--- config.mk ---
export PLATFORM = sky130hd
export DESIGN_NAME = timer
export DESIGN_NICKNAME = d
export VERILOG_FILES = /design/src/rtl/timer_pkg.sv /design/src/rtl/timer_seg7_decode.sv /design/src/rtl/timer.sv
export SDC_FILE = /design/constraint.sdc
export NUM_CORES = 1
export LEC_CHECK = 0
export ABC_AREA = 1
export CELL_PAD_IN_SITES_DETAIL_PLACEMENT = 0
export CELL_PAD_IN_SITES_GLOBAL_PLACEMENT = 1
export CORE_AREA = 5 5 105 107
export DETAILED_ROUTE_END_ITERATION = 8
export DIE_AREA = 0 0 110 112
export GPL_ROUTABILITY_DRIVEN = 0
export GPL_TIMING_DRIVEN = 0
export PLACE_DENSITY = 0.86
export SKIP_LAST_GASP = 1
export SLEW_MARGIN = 20
export SYNTH_ARGS = -nofsm -noshare
export SYNTH_HDL_FRONTEND = slang
export SYNTH_SLANG_ARGS = --single-unit
--- constraint.sdc ---
create_clock -name CLK_100M -period 3.97 [get_ports CLK_100M]
set_input_delay 0.5955 -clock CLK_100M [delete_from_list [all_inputs] [get_ports CLK_100M]]
set_output_delay 0.5955 -clock CLK_100M [all_outputs]
set_load 0.01 [all_outputs]
--- src/rtl/timer_pkg.sv ---
// ============================================================================
// timer_pkg : shared constants for the stopwatch (dividers, digit selects, segments)
// Rev 1.0
// ============================================================================
`default_nettype none

package timer_pkg;

  localparam int unsigned TICK_DIV_DEF = 1_000_000;
  localparam int unsigned SCAN_DIV_DEF = 100_000;
  localparam int unsigned INC_DIV_DEF  = 10_000_000;

  // Active-low digit enables, index = digit slot (0 = rightmost)
  localparam logic [3:0] AN_SEL [4] = '{4'b1110, 4'b1101, 4'b1011, 4'b0111};

  // Active-low {g,f,e,d,c,b,a} glyphs for 0..9
  localparam logic [6:0] SEG_PAT [10] = '{
    7'b100_0000, 7'b111_1001, 7'b010_0100, 7'b011_0000, 7'b001_1001,
    7'b001_0010, 7'b000_0010, 7'b111_1000, 7'b000_0000, 7'b001_0000
  };

  localparam logic [6:0] SEG_BLANK = 7'b111_1111;

endpackage

`default_nettype wire

--- src/rtl/timer_seg7_decode.sv ---
// ============================================================================
// seg7_decode : BCD digit to active-low 7-segment pattern, non-BCD codes blank
// Rev 1.0
// ============================================================================
`default_nettype none

module seg7_decode
  import timer_pkg::*;
(
  input  logic [3:0] bcd_i,
  output logic [6:0] seg_o
);

  always_comb begin
    seg_o = SEG_BLANK;
    if (bcd_i <= 4'd9) seg_o = SEG_PAT[bcd_i];
  end

endmodule

`default_nettype wire

--- src/rtl/timer.sv ---
// ============================================================================
// timer : 4-digit BCD stopwatch (00.00-99.99) with multiplexed 7-segment output
// Rev 1.0
// ============================================================================
`default_nettype none

module timer
  import timer_pkg::*;
#(
  parameter int unsigned TICK_DIV = TICK_DIV_DEF,
  parameter int unsigned SCAN_DIV = SCAN_DIV_DEF,
  parameter int unsigned INC_DIV  = INC_DIV_DEF
) (
  input  logic       CLK_100M,
  input  logic       RST,
  input  logic       START,
  input  logic       STOP,
  input  logic       INC,
  output logic [7:0] SEG,
  output logic [3:0] AN,
  output logic       RUN
);

  localparam int TW = (TICK_DIV > 1) ? $clog2(TICK_DIV) : 1;
  localparam int SW = (SCAN_DIV > 1) ? $clog2(SCAN_DIV) : 1;
  localparam int IW = (INC_DIV  > 1) ? $clog2(INC_DIV)  : 1;

  logic            start_prev_q, stop_prev_q, inc_prev_q;
  logic            run_q, run_d;
  logic [TW-1:0]   tick_cnt_q, tick_cnt_d;
  logic [IW-1:0]   inc_cnt_q, inc_cnt_d;
  logic [SW-1:0]   scan_cnt_q, scan_cnt_d;
  logic [1:0]      sel_q, sel_d;
  logic [3:0][3:0] digits_q, digits_d;
  logic [3:0]      an_q;
  logic [7:0]      seg_q;

  logic       start_rise, stop_rise, inc_rise;
  logic       tick_fire, inc_fire, carry;
  logic [6:0] seg_raw;

  assign start_rise = START & ~start_prev_q;
  assign stop_rise  = STOP  & ~stop_prev_q;
  assign inc_rise   = INC   & ~inc_prev_q;

  // Run flag and tick prescaler; the prescaler restarts only on a real start
  always_comb begin
    run_d = run_q;
    if (stop_rise)       run_d = 1'b0;
    else if (start_rise) run_d = 1'b1;

    tick_cnt_d = tick_cnt_q;
    tick_fire  = 1'b0;
    if (start_rise && !stop_rise && !run_q) begin
      tick_cnt_d = '0;
    end else if (run_q) begin
      if (tick_cnt_q == TW'(TICK_DIV - 1)) begin
        tick_cnt_d = '0;
        tick_fire  = 1'b1;
      end else begin
        tick_cnt_d = tick_cnt_q + TW'(1);
      end
    end
  end

  // Manual increment: immediate step on INC rise, then auto-repeat while held
  always_comb begin
    inc_cnt_d = inc_cnt_q;
    inc_fire  = 1'b0;
    if (!run_q && !start_rise && INC) begin
      if (inc_rise || inc_cnt_q == IW'(INC_DIV - 1)) begin
        inc_fire  = 1'b1;
        inc_cnt_d = '0;
      end else begin
        inc_cnt_d = inc_cnt_q + IW'(1);
      end
    end
  end

  always_comb begin
    digits_d = digits_q;
    carry    = tick_fire | inc_fire;
    for (int i = 0; i < 4; i++) begin
      if (carry) begin
        if (digits_q[i] == 4'd9) begin
          digits_d[i] = 4'd0;
        end else begin
          digits_d[i] = digits_q[i] + 4'd1;
          carry       = 1'b0;
        end
      end
    end
  end

  always_comb begin
    scan_cnt_d = scan_cnt_q + SW'(1);
    sel_d      = sel_q;
    if (scan_cnt_q == SW'(SCAN_DIV - 1)) begin
      scan_cnt_d = '0;
      sel_d      = sel_q + 2'd1;
    end
  end

  seg7_decode u_seg7_decode (
    .bcd_i (digits_q[sel_q]),
    .seg_o (seg_raw)
  );

  always_ff @(posedge CLK_100M) begin
    if (!RST) begin
      start_prev_q <= 1'b0;
      stop_prev_q  <= 1'b0;
      inc_prev_q   <= 1'b0;
      run_q        <= 1'b0;
      tick_cnt_q   <= '0;
      inc_cnt_q    <= '0;
      scan_cnt_q   <= '0;
      sel_q        <= 2'd0;
      digits_q     <= '0;
      an_q         <= AN_SEL[0];
      seg_q        <= {1'b1, SEG_PAT[0]};
    end else begin
      start_prev_q <= START;
      stop_prev_q  <= STOP;
      inc_prev_q   <= INC;
      run_q        <= run_d;
      tick_cnt_q   <= tick_cnt_d;
      inc_cnt_q    <= inc_cnt_d;
      scan_cnt_q   <= scan_cnt_d;
      sel_q        <= sel_d;
      digits_q     <= digits_d;
      // AN and SEG both derive from sel_q so they switch on the same edge
      an_q         <= AN_SEL[sel_q];
      seg_q        <= {(sel_q != 2'd2), seg_raw};
    end
  end

  assign SEG = seg_q;
  assign AN  = an_q;
  assign RUN = run_q;

endmodule

`default_nettype wire

==> impl_metrics.toml <==
[outcome]
status = "finished clean"

[timing]
fmax_mhz = 465.3
setup_violations = 0
tightestPinTransition_ns = 0.6134
slew_viol_final = 0
fin_ws_ns = 1.821
period_share_pct = 54.13
hold_viol_final = 0
timing.clock.skew_ns = 0.01135
rsz0062_at_grt = "no"
relSlewSlack_pct = 59.11
fin_tns_setup_ns = 0
period_needed_ns = 2.149

[yosys]
ys_top_cells_by_area = "dfxtp_1 40%, nand2_1 9.8%, nor2_1 6.8%"
ys_seq_area_share_pct = 40.43
yosysWarnings = 0
synth_top_cells_by_count = "122 x nand2_1, 94 x dfxtp_1, 84 x nor2_1"
syn-mean-instance-area_sq_um = 7.239
synthArstFlopShare_pct = 0
yosys.area.top_type = "dfxtp_1"
synth.most_common_cell = "nand2_1"
ys.flop_type = "dfxtp_1"
ys_ff_latch = 94
synth-edff-count = 0
synth_top_area_share_pct = 40.43
syn_nets = 660
synth.distinct_cells = 43
syn_area_sq_um = 4654
postSynthCellCount = 643

[cts]
ctsResizeCount = 0
cts_root_buf = "clkbuf_8"
clock_sinks = 94
post-cts-setup-buffer-count = 0
cts_buffers = 9
clkTransAtPathRegs_ns = 0.09
h-tree-depth = 3
cts_buffer_depth = 2
ctsHoldBuffers = 0
clk_latency_ns = 0.38
cts_tree = "done"

[global_route]
grt_util_met2_pct = 27.67
groute.usage.overall_pct = 17.30
use_met3_pct = 5.101
gr-usage-met1_pct = 22.33
globalRoute.totalOverflow = 0
first_global_vias = 3816
antenna_found_initial = 0
grt_first_pass_wirelength_um = 17220
busiest_layer = "met2"
grt_max_degree = 15

[setup_path]
cp.arrival_ns = 2.48
worstReg2RegStart = "sel_q[0]"
r2r_cells = 10
end_kind = "flip-flop"
worstPathRequired_ns = 4.30
crit_chain = "clkdlybuf4s50_1 -> inv_1 -> nor2_1 -> inv_1 -> a31oi_1 -> inv_1 -> nor2_2 -> inv_1 -> a21oi_1 -> o21a_1"
worstSetupPathType = "in2reg"
path_common_cell = "inv_1"
critPathMaxStageDelay_ns = 0.51
reg2reg_to = "SEG[0]"
rrSetupSlack_ns = 1.91
start_kind = "input port"
crit_path_top_delay_cell = "clkdlybuf4s50_1"
crit_path_max_fanout = 8

[placed_design]
numPortBuffers = 16
dp.cells = 795
place_ws_ns = 1.409
place.detailed.hpwl_um = 7274

[floorplanning]
die_x_um = 110
die-area_sq_um = 12320
fp-row-count = 37
start_util_pct = 46.33
core_sq_um = 10050
io-pin-count = 18
die_h_um = 112

[power_and_ir_drop]
finalPower_mw = 1.651
ir_drop_mv = 0.2072
p_leak_nw = 1.943
powerDensity_nw_per_um2 = 319.2

[route]
drc = 0
routed-via-count = 4034
vias_per_cell = 4.974
wire_per_inst_um = 12.14
first_pass_iters = 5
ant_nets = 0
wirelength_um = 9847
drt_iter0_markers = 146

[layout]
ff_latch_area_sq_um = 1882
diodes = 0
final_cells = 811
area_delta_synth_final_pct = 11.13
multiInputGateArea_sq_um = 2386
nFillCells = 994
drive_above_1_share_pct = 8.741
fin_nets = 687

[flow_run]
drv_cap = 0

[worst_hold_path]
holdCritStartpoint = "scan_cnt_q[0]"
min_path_type = "reg2reg"
whs_path_depth = 1
whs_endpoint = "scan_cnt_q[0]"
cells in the final DEF (no fill, tap or decap), types with 3 or more instances in the layout:
cell type,count
or2_2,4
a31oi_1,5
nor4_1,6
nand2_4,3
o211ai_1,3
clkbuf_8,12
nor2_2,6
o21ai_0,15
a32oi_1,3
buf_2,5
nand2_1,122
o21bai_1,3
ha_1,12
xor2_1,11
nor2_1,84
nand4_1,15
dfxtp_1,94
a21oi_1,55
o21a_1,6
inv_1,80
clkdlybuf4s50_1,16
or2_0,3
nor3_1,27
nor3_2,4
nor3b_1,5
xnor2_1,6
nand2_2,5
clkbuf_1,3
nand3_1,31
a21oi_2,4
inv_2,6
o21ai_1,3
flip-flops by register name, indices dropped and copies added (netlist names):
name / count
inc_cnt_q: 24
RUN: 1
tick_cnt_q: 20
digits_q: 16
sel_q: 2
AN: 4
stop_prev_q: 1
SEG: 7
inc_prev_q: 1
scan_cnt_q: 17
start_prev_q: 1
worst max-delay path, delay by kind of cell:
kind / cells / cell delay, ns
buffers and inverters: 5 / 1.01
AND/OR/NAND/NOR: 2 / 0.39
AO/OA/AOI/OAI: 3 / 0.49
report_power, final:
group | internal (mW) | switching [mW]
clock | 0.280 | 0.333
combinational | 0.0264 | 0.0545
sequential | 0.951 | 0.00588
total | 1.26 | 0.394
worst max path at each step:
stage | start | endpoint | slack, ns | cells past startpoint
3_3_place_gp | STOP | tick_cnt_q[19] | 1.47 | 10
6_report | STOP | tick_cnt_q[18] | 1.82 | 10
2_1_floorplan | sel_q[0] | SEG[0] | 2.18 | 10
3_5_place_dp | STOP | tick_cnt_q[18] | 1.41 | 10
4_1_cts | STOP | tick_cnt_q[18] | 1.82 | 10
5_1_grt | sel_q[1] | SEG[2] | 1.59 | 9
layer usage:
| layer | wire, um | vias up | share of wire, % |
|---|---|---|---|
| li1 | - | 2151 | - |
| met2 | 4623 | 40 | 47 |
| met3 | 318 | 10 | 3.2 |
| met5 | 0 | - | 0 |
| met1 | 4768 | 1833 | 48 |
| met4 | 137 | 0 | 1.4 |
metrics by stage:
stage / hold slack (ns) / area (sq um) / utilization, %
after floorplan: 0.4175 / 4654 / -
after global placement: 0.4293 / 4985 / 49.62
after detailed placement: 0.4445 / 4985 / 49.62
after CTS: 0.4657 / 5172 / 51.49
after global routing: 0.4726 / 5172 / 51.49
final: 0.4642 / 5172 / 51.49
final cells by class:
cell class / instances / share of cell area [%]
multi-input cells: 451 / 46.13
clock buffers: 14 / 3.338
plain buffers: 10 / 1.064
clock inverters: 2 / 0.2903
well taps: 136 / 3.290
flip-flops and latches: 94 / 36.38
repair buffers: 16 / 3.096
inverters: 88 / 6.410
logic make-up (layout without fill, tap and decap cells):
logic type	Yosys count	count (layout)	share of synthesized area, %
buffers and inverters	98	130	8.306
adders and majority gates	12	12	3.226
and+or+nand+nor	321	321	32.37
DFF	94	94	40.43
AOI/OAI and AO/OA	101	101	12.47
xor gates and xnor gates	17	17	3.199
Note: power is estimated with default switching activity, not from simulation.
